### src/rtl/imem_loadable.sv
// Instruction memory with a hardware clear sequence after reset, a streaming
// loader port and a registered fetch port.
// Fetch latency 1 cycle; fetch is only served in IDLE, and load_ready is high only in LOAD.
module imem_loadable #(
   parameter int DATA_W         = 32,
   parameter int DEPTH          = 64,
   parameter int ADDR_W         = 6,
   parameter bit CLEAR_ON_RESET = 1'b1
) (
   input  logic              clk,
   input  logic              reset,
   input  logic              load_start,
   input  logic [ADDR_W-1:0] load_base,
   input  logic              load_valid,
   input  logic              load_last,
   input  logic [DATA_W-1:0] load_data,
   output logic              load_ready,
   output logic              load_done,
   input  logic              fetch_en,
   input  logic [ADDR_W-1:0] fetch_addr,
   output logic [DATA_W-1:0] fetch_data,
   output logic              fetch_valid,
   output logic              busy
);

   typedef enum logic [1:0] {
      ST_CLEAR = 2'd0,
      ST_IDLE  = 2'd1,
      ST_LOAD  = 2'd2
   } state_t;

   localparam logic [ADDR_W-1:0] LAST_ADDR   = ADDR_W'(DEPTH - 1);
   localparam logic [ADDR_W:0]   DEPTH_X     = (ADDR_W + 1)'(DEPTH);
   localparam state_t            RESET_STATE = CLEAR_ON_RESET ? ST_CLEAR : ST_IDLE;

   state_t              state_q, state_d;
   logic [ADDR_W-1:0]   clr_ptr_q, clr_ptr_d;
   logic [ADDR_W-1:0]   wr_ptr_q, wr_ptr_d;
   logic [DATA_W-1:0]   fetch_data_q, fetch_data_d;
   logic                fetch_valid_q, fetch_valid_d;
   logic                load_done_q, load_done_d;

   logic [DATA_W-1:0]   mem [DEPTH];
   logic                mem_we;
   logic [ADDR_W-1:0]   mem_waddr;
   logic [DATA_W-1:0]   mem_wdata;
   logic                fetch_in_range;
   logic                waddr_in_range;

   // Addresses at or beyond DEPTH read as zero and are never written.
   assign fetch_in_range = {1'b0, fetch_addr} < DEPTH_X;
   assign waddr_in_range = {1'b0, mem_waddr} < DEPTH_X;

   // Next-state, pointer and write-port decode; one memory write port shared by clear and load.
   always_comb begin
      state_d       = state_q;
      clr_ptr_d     = clr_ptr_q;
      wr_ptr_d      = wr_ptr_q;
      fetch_data_d  = fetch_data_q;
      fetch_valid_d = 1'b0;
      load_done_d   = 1'b0;
      mem_we        = 1'b0;
      mem_waddr     = wr_ptr_q;
      mem_wdata     = load_data;
      case (state_q)
         ST_CLEAR: begin
            // Walk every word to zero; requests arriving now are dropped.
            mem_we       = 1'b1;
            mem_waddr    = clr_ptr_q;
            mem_wdata    = '0;
            fetch_data_d = '0;
            if (clr_ptr_q == LAST_ADDR) begin
               clr_ptr_d = '0;
               state_d   = ST_IDLE;
            end else begin
               clr_ptr_d = clr_ptr_q + 1'b1;
            end
         end
         ST_IDLE: begin
            // A fetch in the same cycle as load_start is still served.
            if (fetch_en) begin
               fetch_valid_d = 1'b1;
               fetch_data_d  = fetch_in_range ? mem[fetch_addr] : '0;
            end
            if (load_start) begin
               state_d  = ST_LOAD;
               wr_ptr_d = load_base;
            end
         end
         ST_LOAD: begin
            // load_start is ignored here; fetch is blocked so reads never race writes.
            fetch_data_d = '0;
            if (load_valid) begin
               mem_we   = 1'b1;
               wr_ptr_d = (wr_ptr_q == LAST_ADDR) ? '0 : wr_ptr_q + 1'b1;
               if (load_last) begin
                  state_d     = ST_IDLE;
                  load_done_d = 1'b1;
               end
            end
         end
         default: begin
            state_d      = ST_IDLE;
            fetch_data_d = '0;
         end
      endcase
   end

   // Control state and registered outputs; reset also aborts any burst in flight.
   always_ff @(posedge clk or posedge reset) begin
      if (reset) begin
         state_q       <= RESET_STATE;
         clr_ptr_q     <= '0;
         wr_ptr_q      <= '0;
         fetch_data_q  <= '0;
         fetch_valid_q <= 1'b0;
         load_done_q   <= 1'b0;
      end else begin
         state_q       <= state_d;
         clr_ptr_q     <= clr_ptr_d;
         wr_ptr_q      <= wr_ptr_d;
         fetch_data_q  <= fetch_data_d;
         fetch_valid_q <= fetch_valid_d;
         load_done_q   <= load_done_d;
      end
   end

   // Storage array has no reset; the clear sequence zeroes it instead.
   always_ff @(posedge clk) begin
      if (mem_we && waddr_in_range) begin
         mem[mem_waddr] <= mem_wdata;
      end
   end

   assign load_ready  = (state_q == ST_LOAD);
   assign busy        = (state_q != ST_IDLE);
   assign fetch_data  = fetch_data_q;
   assign fetch_valid = fetch_valid_q;
   assign load_done   = load_done_q;

endmodule

### config.mk
export PLATFORM = sky130hd
export DESIGN_NAME = imem_loadable
export DESIGN_NICKNAME = d
export VERILOG_FILES = /design/src/rtl/imem_loadable.sv
export SDC_FILE = /design/constraint.sdc
export NUM_CORES = 2
export LEC_CHECK = 0
export CORE_ASPECT_RATIO = 0.75
export CORE_UTILIZATION = 55
export DETAILED_ROUTE_END_ITERATION = 10
export DONT_BUFFER_PORTS = 1
export PLACE_DENSITY = 0.7
export RECOVER_POWER = 25
export SLEW_MARGIN = 20
export SYNTH_ARGS = -nofsm -noshare
export SYNTH_HDL_FRONTEND = slang
export SYNTH_SLANG_ARGS = --single-unit
### constraint.sdc
create_clock -name clk -period 11.3 [get_ports clk]
set_input_delay 1.695 -clock clk [delete_from_list [all_inputs] [get_ports clk]]
set_output_delay 1.695 -clock clk [all_outputs]
set_load 0.05 [all_outputs]
; Word level (Yosys, flattened, before mapping)
; Memories as Yosys holds them, arrays and structs flattened.
; Cells that the tools add are included.
[totals]
ff_bits = 48
ram_bits = 2048
inputBits = 50
output_inout_bits = 36
elab_cells = 46
mem_count = 1
[memory_table]
columns = name, words, word_bits, rd, rd_clocked_by_memory_dff, wr, line
row1 = mem, 64, 32, 1, 0, 1, 43  ; logic [DATA_W-1:0] mem [DEPTH];
[op_classes]
addsub = 2
eq_ne = 10
mux = 23
reduce_logical = 4
[op_table]
columns = op, n
row1 = $mux W32, 3
row2 = $mux W6, 5
row3 = $add A6 B1 Y6 const B, 2
row4 = $eq A6 B6 Y1 const B, 2
row5 = $pmux W6 S2, 1
row6 = $ne A2 B2 Y1 const B, 5
row7 = $mux W1, 8
row8 = $mux W2, 4
row9 = $pmux W2 S3, 1
row10 = $reduce_and A4 Y1, 1
row11 = $reduce_and A3 Y1, 1
row12 = $eq A2 B1 Y1 const B, 1
row13 = $eq A2 B2 Y1 const B, 1
row14 = $logic_not A2 Y1, 1
row15 = $ne A2 B1 Y1 const B, 1
row16 = $pmux W1 S2, 1
row17 = $reduce_bool A2 Y1, 1

; Depth between registers and ports, before layout
[logic_depth]
word_depth = 4
ltp_mapped = 10

; Least setup slack after synthesis
; No wires, ideal clock.
[synth_timing]
kind = input to register
startpoint = in load_valid
endpoint = mem mem[49][0] (enable)
setup_time_ns = 0.421
t_arrival_ns = 3.952
required_time_ns = 10.879
slack_ns = 6.927
path_stages = 4
path_buffers = 0
cell_sequence = inv_1 > a21oi_1 > nand4b_1 > nor2_1
[synth_via]
elab_chain_cells = 4
[synth_rtl]
columns = item, line
row1 = "start, declared", 14  ; input logic load_valid,
row2 = $mux W1, 93  ; if (load_valid) begin
row3 = $pmux W1 S2, 65  ; case (state_q)
row4 = $mux W1, 130  ; if (mem_we && waddr_in_range) begin
row5 = $mux W1 (implied by the code), 131  ; mem[mem_waddr] <= mem_wdata;
row6 = "end, declared", 43
; No other way between the ends.

; Worst setup path in the final report
[layout_timing]
startpoint = reg state_q[1]
endpoint = mem mem[16][29], data pin
[layout_via]
elab_chain_cells = 2
[layout_rtl]
columns = item, line
row1 = "start, declared", 36  ; state_t state_q, state_d;
row2 = "start signal, assigned", 119  ; state_q <= state_d;
row3 = $logic_not A2 Y1, 65
row4 = $mux W32, 65
row5 = via mem_wdata[29], 46  ; logic [DATA_W-1:0] mem_wdata;
; The timed path passes the listed nets, and every way through them passes these cells.

==> flow_summary.json <==
{
  "cts_hold_buf": 0,
  "clk_pin_slew_ps": 60,
  "synth_edf_count": 2048,
  "busiest_layer": "met1",
  "crit_path_start_kind": "flop",
  "ff2ff_path_depth": 2,
  "grt_setup_unrepaired": "no",
  "synth_warnings": 0,
  "drtIter0Drc": 5271,
  "post-route-min-period_ps": 6570,
  "avgRoutedWirePerCell_um": 33.6,
  "synth_top_area_cell": "edfxtp_1",
  "status": "finished, violations left",
  "design.core.area_mm2": 0.145,
  "min_path_type": "flop to flop",
  "skew_ps": 28.5,
  "antenna_found_initial": 3,
  "cts_made_buffers": 186,
  "cts.htree.levels": 4,
  "clock_power_share": 0.336,
  "globalRouteMet2Util": 0.392,
  "ys_types": 57,
  "drc_errors": 0,
  "ios": 86,
  "crit_path_cell_trace": "or2_0 > and2_0",
  "synth.top_cells.by_area": "edfxtp_1, mux4_2, dfrtp_1, mux2i_1, nand2_1",
  "port_buffers": 0,
  "met1_usage": 0.395,
  "slew_headroom": -1.91,
  "seq_power_share": 0.542,
  "die_area_mm2": 0.148,
  "crit_required_ps": 11280,
  "cap_violations": 28,
  "routed_wl_mm": 194,
  "crit_path_end_kind": "flop",
  "multi_input_area_mm2": 0.0173,
  "synth-seq-cells": 2096,
  "nets": 3743,
  "cts_resized": 0,
  "switching_share": 0.261,
  "grt_max_degree": 499,
  "stdcell_count": 5754,
  "finalSetupViolCount": 0,
  "layout_commonest_cell": "edfxtp_1",
  "drive_above_1_share": 0.258,
  "crit_end": "mem[16][29]",
  "combinationalPowerShare": 0.122,
  "fin_crit_sh": 0.582,
  "ant_nets": 0,
  "clockBufferDepth": 3,
  "intPower_mw": 13.6,
  "cts_setup_buffers": 0,
  "synth-main-ff-cell": "edfxtp_1",
  "worstSetupPathType": "flop to flop",
  "crit_start": "state_q[1]",
  "failed_checks": "max-capacitance violations, max-slew violations",
  "synth.avg_cell_area_um2": 22.4,
  "post-dp-hpwl_mm": 107,
  "clk_latency_ps": 820,
  "regArea_mm2": 0.0627,
  "p_leak_nw": 27.9,
  "syn_inst": 3588,
  "vias": 38169,
  "critical_path.max_stage_delay_ps": 3190,
  "final_cell_mix": "edfxtp_1, mux4_2, clkbuf_16, nand2_1, mux2i_1",
  "grt_use_total": 0.263,
  "power_density_mw_per_mm2": 206,
  "die_width_um": 444,
  "via_per_inst": 6.63,
  "met3_usage": 0.0586,
  "synth_top_area_share": 0.765,
  "crit_fanout": 64,
  "syn-cell-area_mm2": 0.0804,
  "syn-num-nets": 3640,
  "vdd_drop_max_mv": 0.190,
  "grt_pass1_vias": 37554,
  "final.fill_count": 9622,
  "syn_to_final_growth_pct": 11.2,
  "overflow": 0,
  "tightest_slew_ps": 4360,
  "grt_pass1_wl_mm": 276,
  "cts_root_buffer": "clkbuf_16",
  "fmax_mhz": 152,
  "clock_sinks": 2096,
  "final-hold-violation-count": 0,
  "gp_congestion": 0.892,
  "dp_cells": 5388,
  "regToRegSetupSlack_ps": 4730,
  "reg2reg_from": "state_q[1]",
  "drt-pass1-iter-count": 5,
  "synthArstFlopShare": 0.0229,
  "die_y_um": 333,
  "finalMaxSlewViolations": 1787,
  "reg2reg_to": "mem[16][29]",
  "critPathArrivalTime_ps": 6560,
  "crit_slowest_cell": "and2_0",
  "p_sw_mw": 4.80,
  "tritoncts": "built",
  "start_util": 0.554,
  "yosysSeqAreaShare": 0.780,
  "fin_tns_setup_ps": 0,
  "std_cell_rows": 121
}
power groups by stage:
stage	combinational, mW	clock (mW)	sequential (mW)
final	2.25	6.17	9.97
after global routing	2.36	6.52	10.0
after CTS	2.16	6.24	9.87
after detailed placement	2.16	0	10.0
after global placement	2.08	0	10.0
after floorplan	1.21	0	9.95
registers in the layout, indices dropped and copies added, names as in the netlist:
name	count
wr_ptr_q	6
clr_ptr_q	6
state_q	2
mem	2048
load_done	1
fetch_valid	1
fetch_data	32
layer usage:
metal  vias to the layer above  part of all wire  routed length (um)
li1                      15395                 -                   -
met3                       317              0.11               21900
met2                      2121              0.46               89100
met5                         -          0.000067                  13
met1                     20334              0.40               76700
met4                         2             0.030                5830
Yosys cell counts, types with 14 or more instances:
cell type and instances:
a21oi_1 27, a221oi_1 27, a22oi_1 30, a31oi_1 21, and2_1 35, buf_2 73
buf_4 31, clkbuf_1 65, dfrtp_1 48, edfxtp_1 2048, mux2_2 16, mux2i_1 91
mux4_2 538, nand2_1 135, nand2b_1 14, nand3_1 58, nor2_1 125, o21ai_0 44
o22ai_1 20
cells by family (layout without fill, tap and decap cells):
kind of cell               count (synthesis)  in the layout  synth area share
DFF                                     2096           2096             0.780
muxes                                    645            645             0.164
buffers and inverters                    198            457            0.0126
adders and majority gates                  2              2          0.000311
and+or+nand+nor                          412            412            0.0234
other                                      0              1                 0
xor gates and xnor gates                   2              2          0.000218
AOI/OAI and AO/OA                        233            233            0.0197
area by class of cell:
type / count / share of cell area
Sequential cell: 2096 / 0.701
Clock buffer: 232 / 0.0559
Inverter: 8 / 0.000364
Clock inverter: 112 / 0.00975
Tap cell: 1906 / 0.0267
Multi-Input combinational cell: 1294 / 0.193
Timing Repair Buffer: 105 / 0.0134
Antenna cell: 1 / 0.0000280
stage by stage:
stage               setup slack (ps)  total power, mW  utilization  area (um2)  hold slack [ps]
floorplan                       6930             11.2            -       80400              487
global placement                6500             12.1        0.571       83000              511
detailed placement              6380             12.2        0.573       83100              511
CTS                             6910             18.3        0.613       89000              521
global route                    4150             18.9        0.616       89500              561
finish                          4730             18.4        0.616       89500              526
worst max-delay path: cells and delay by family, from the launching register on:
family | cells | cell delay, ps
flops | 1 | 560
simple gates | 2 | 5070
how the worst min path moves through the flow:
stage / startpoint / endpoint / slack [ps] / cells past startpoint
after floorplan: clr_ptr_q[4] / clr_ptr_q[4] / 490 / 1
after global placement: clr_ptr_q[4] / clr_ptr_q[4] / 510 / 1
after detailed placement: clr_ptr_q[4] / clr_ptr_q[4] / 510 / 1
after CTS: clr_ptr_q[4] / clr_ptr_q[4] / 520 / 1
after global routing: clr_ptr_q[4] / clr_ptr_q[4] / 560 / 1
final: clr_ptr_q[4] / clr_ptr_q[4] / 530 / 1
Note: power is estimated with default switching activity, not from simulation.
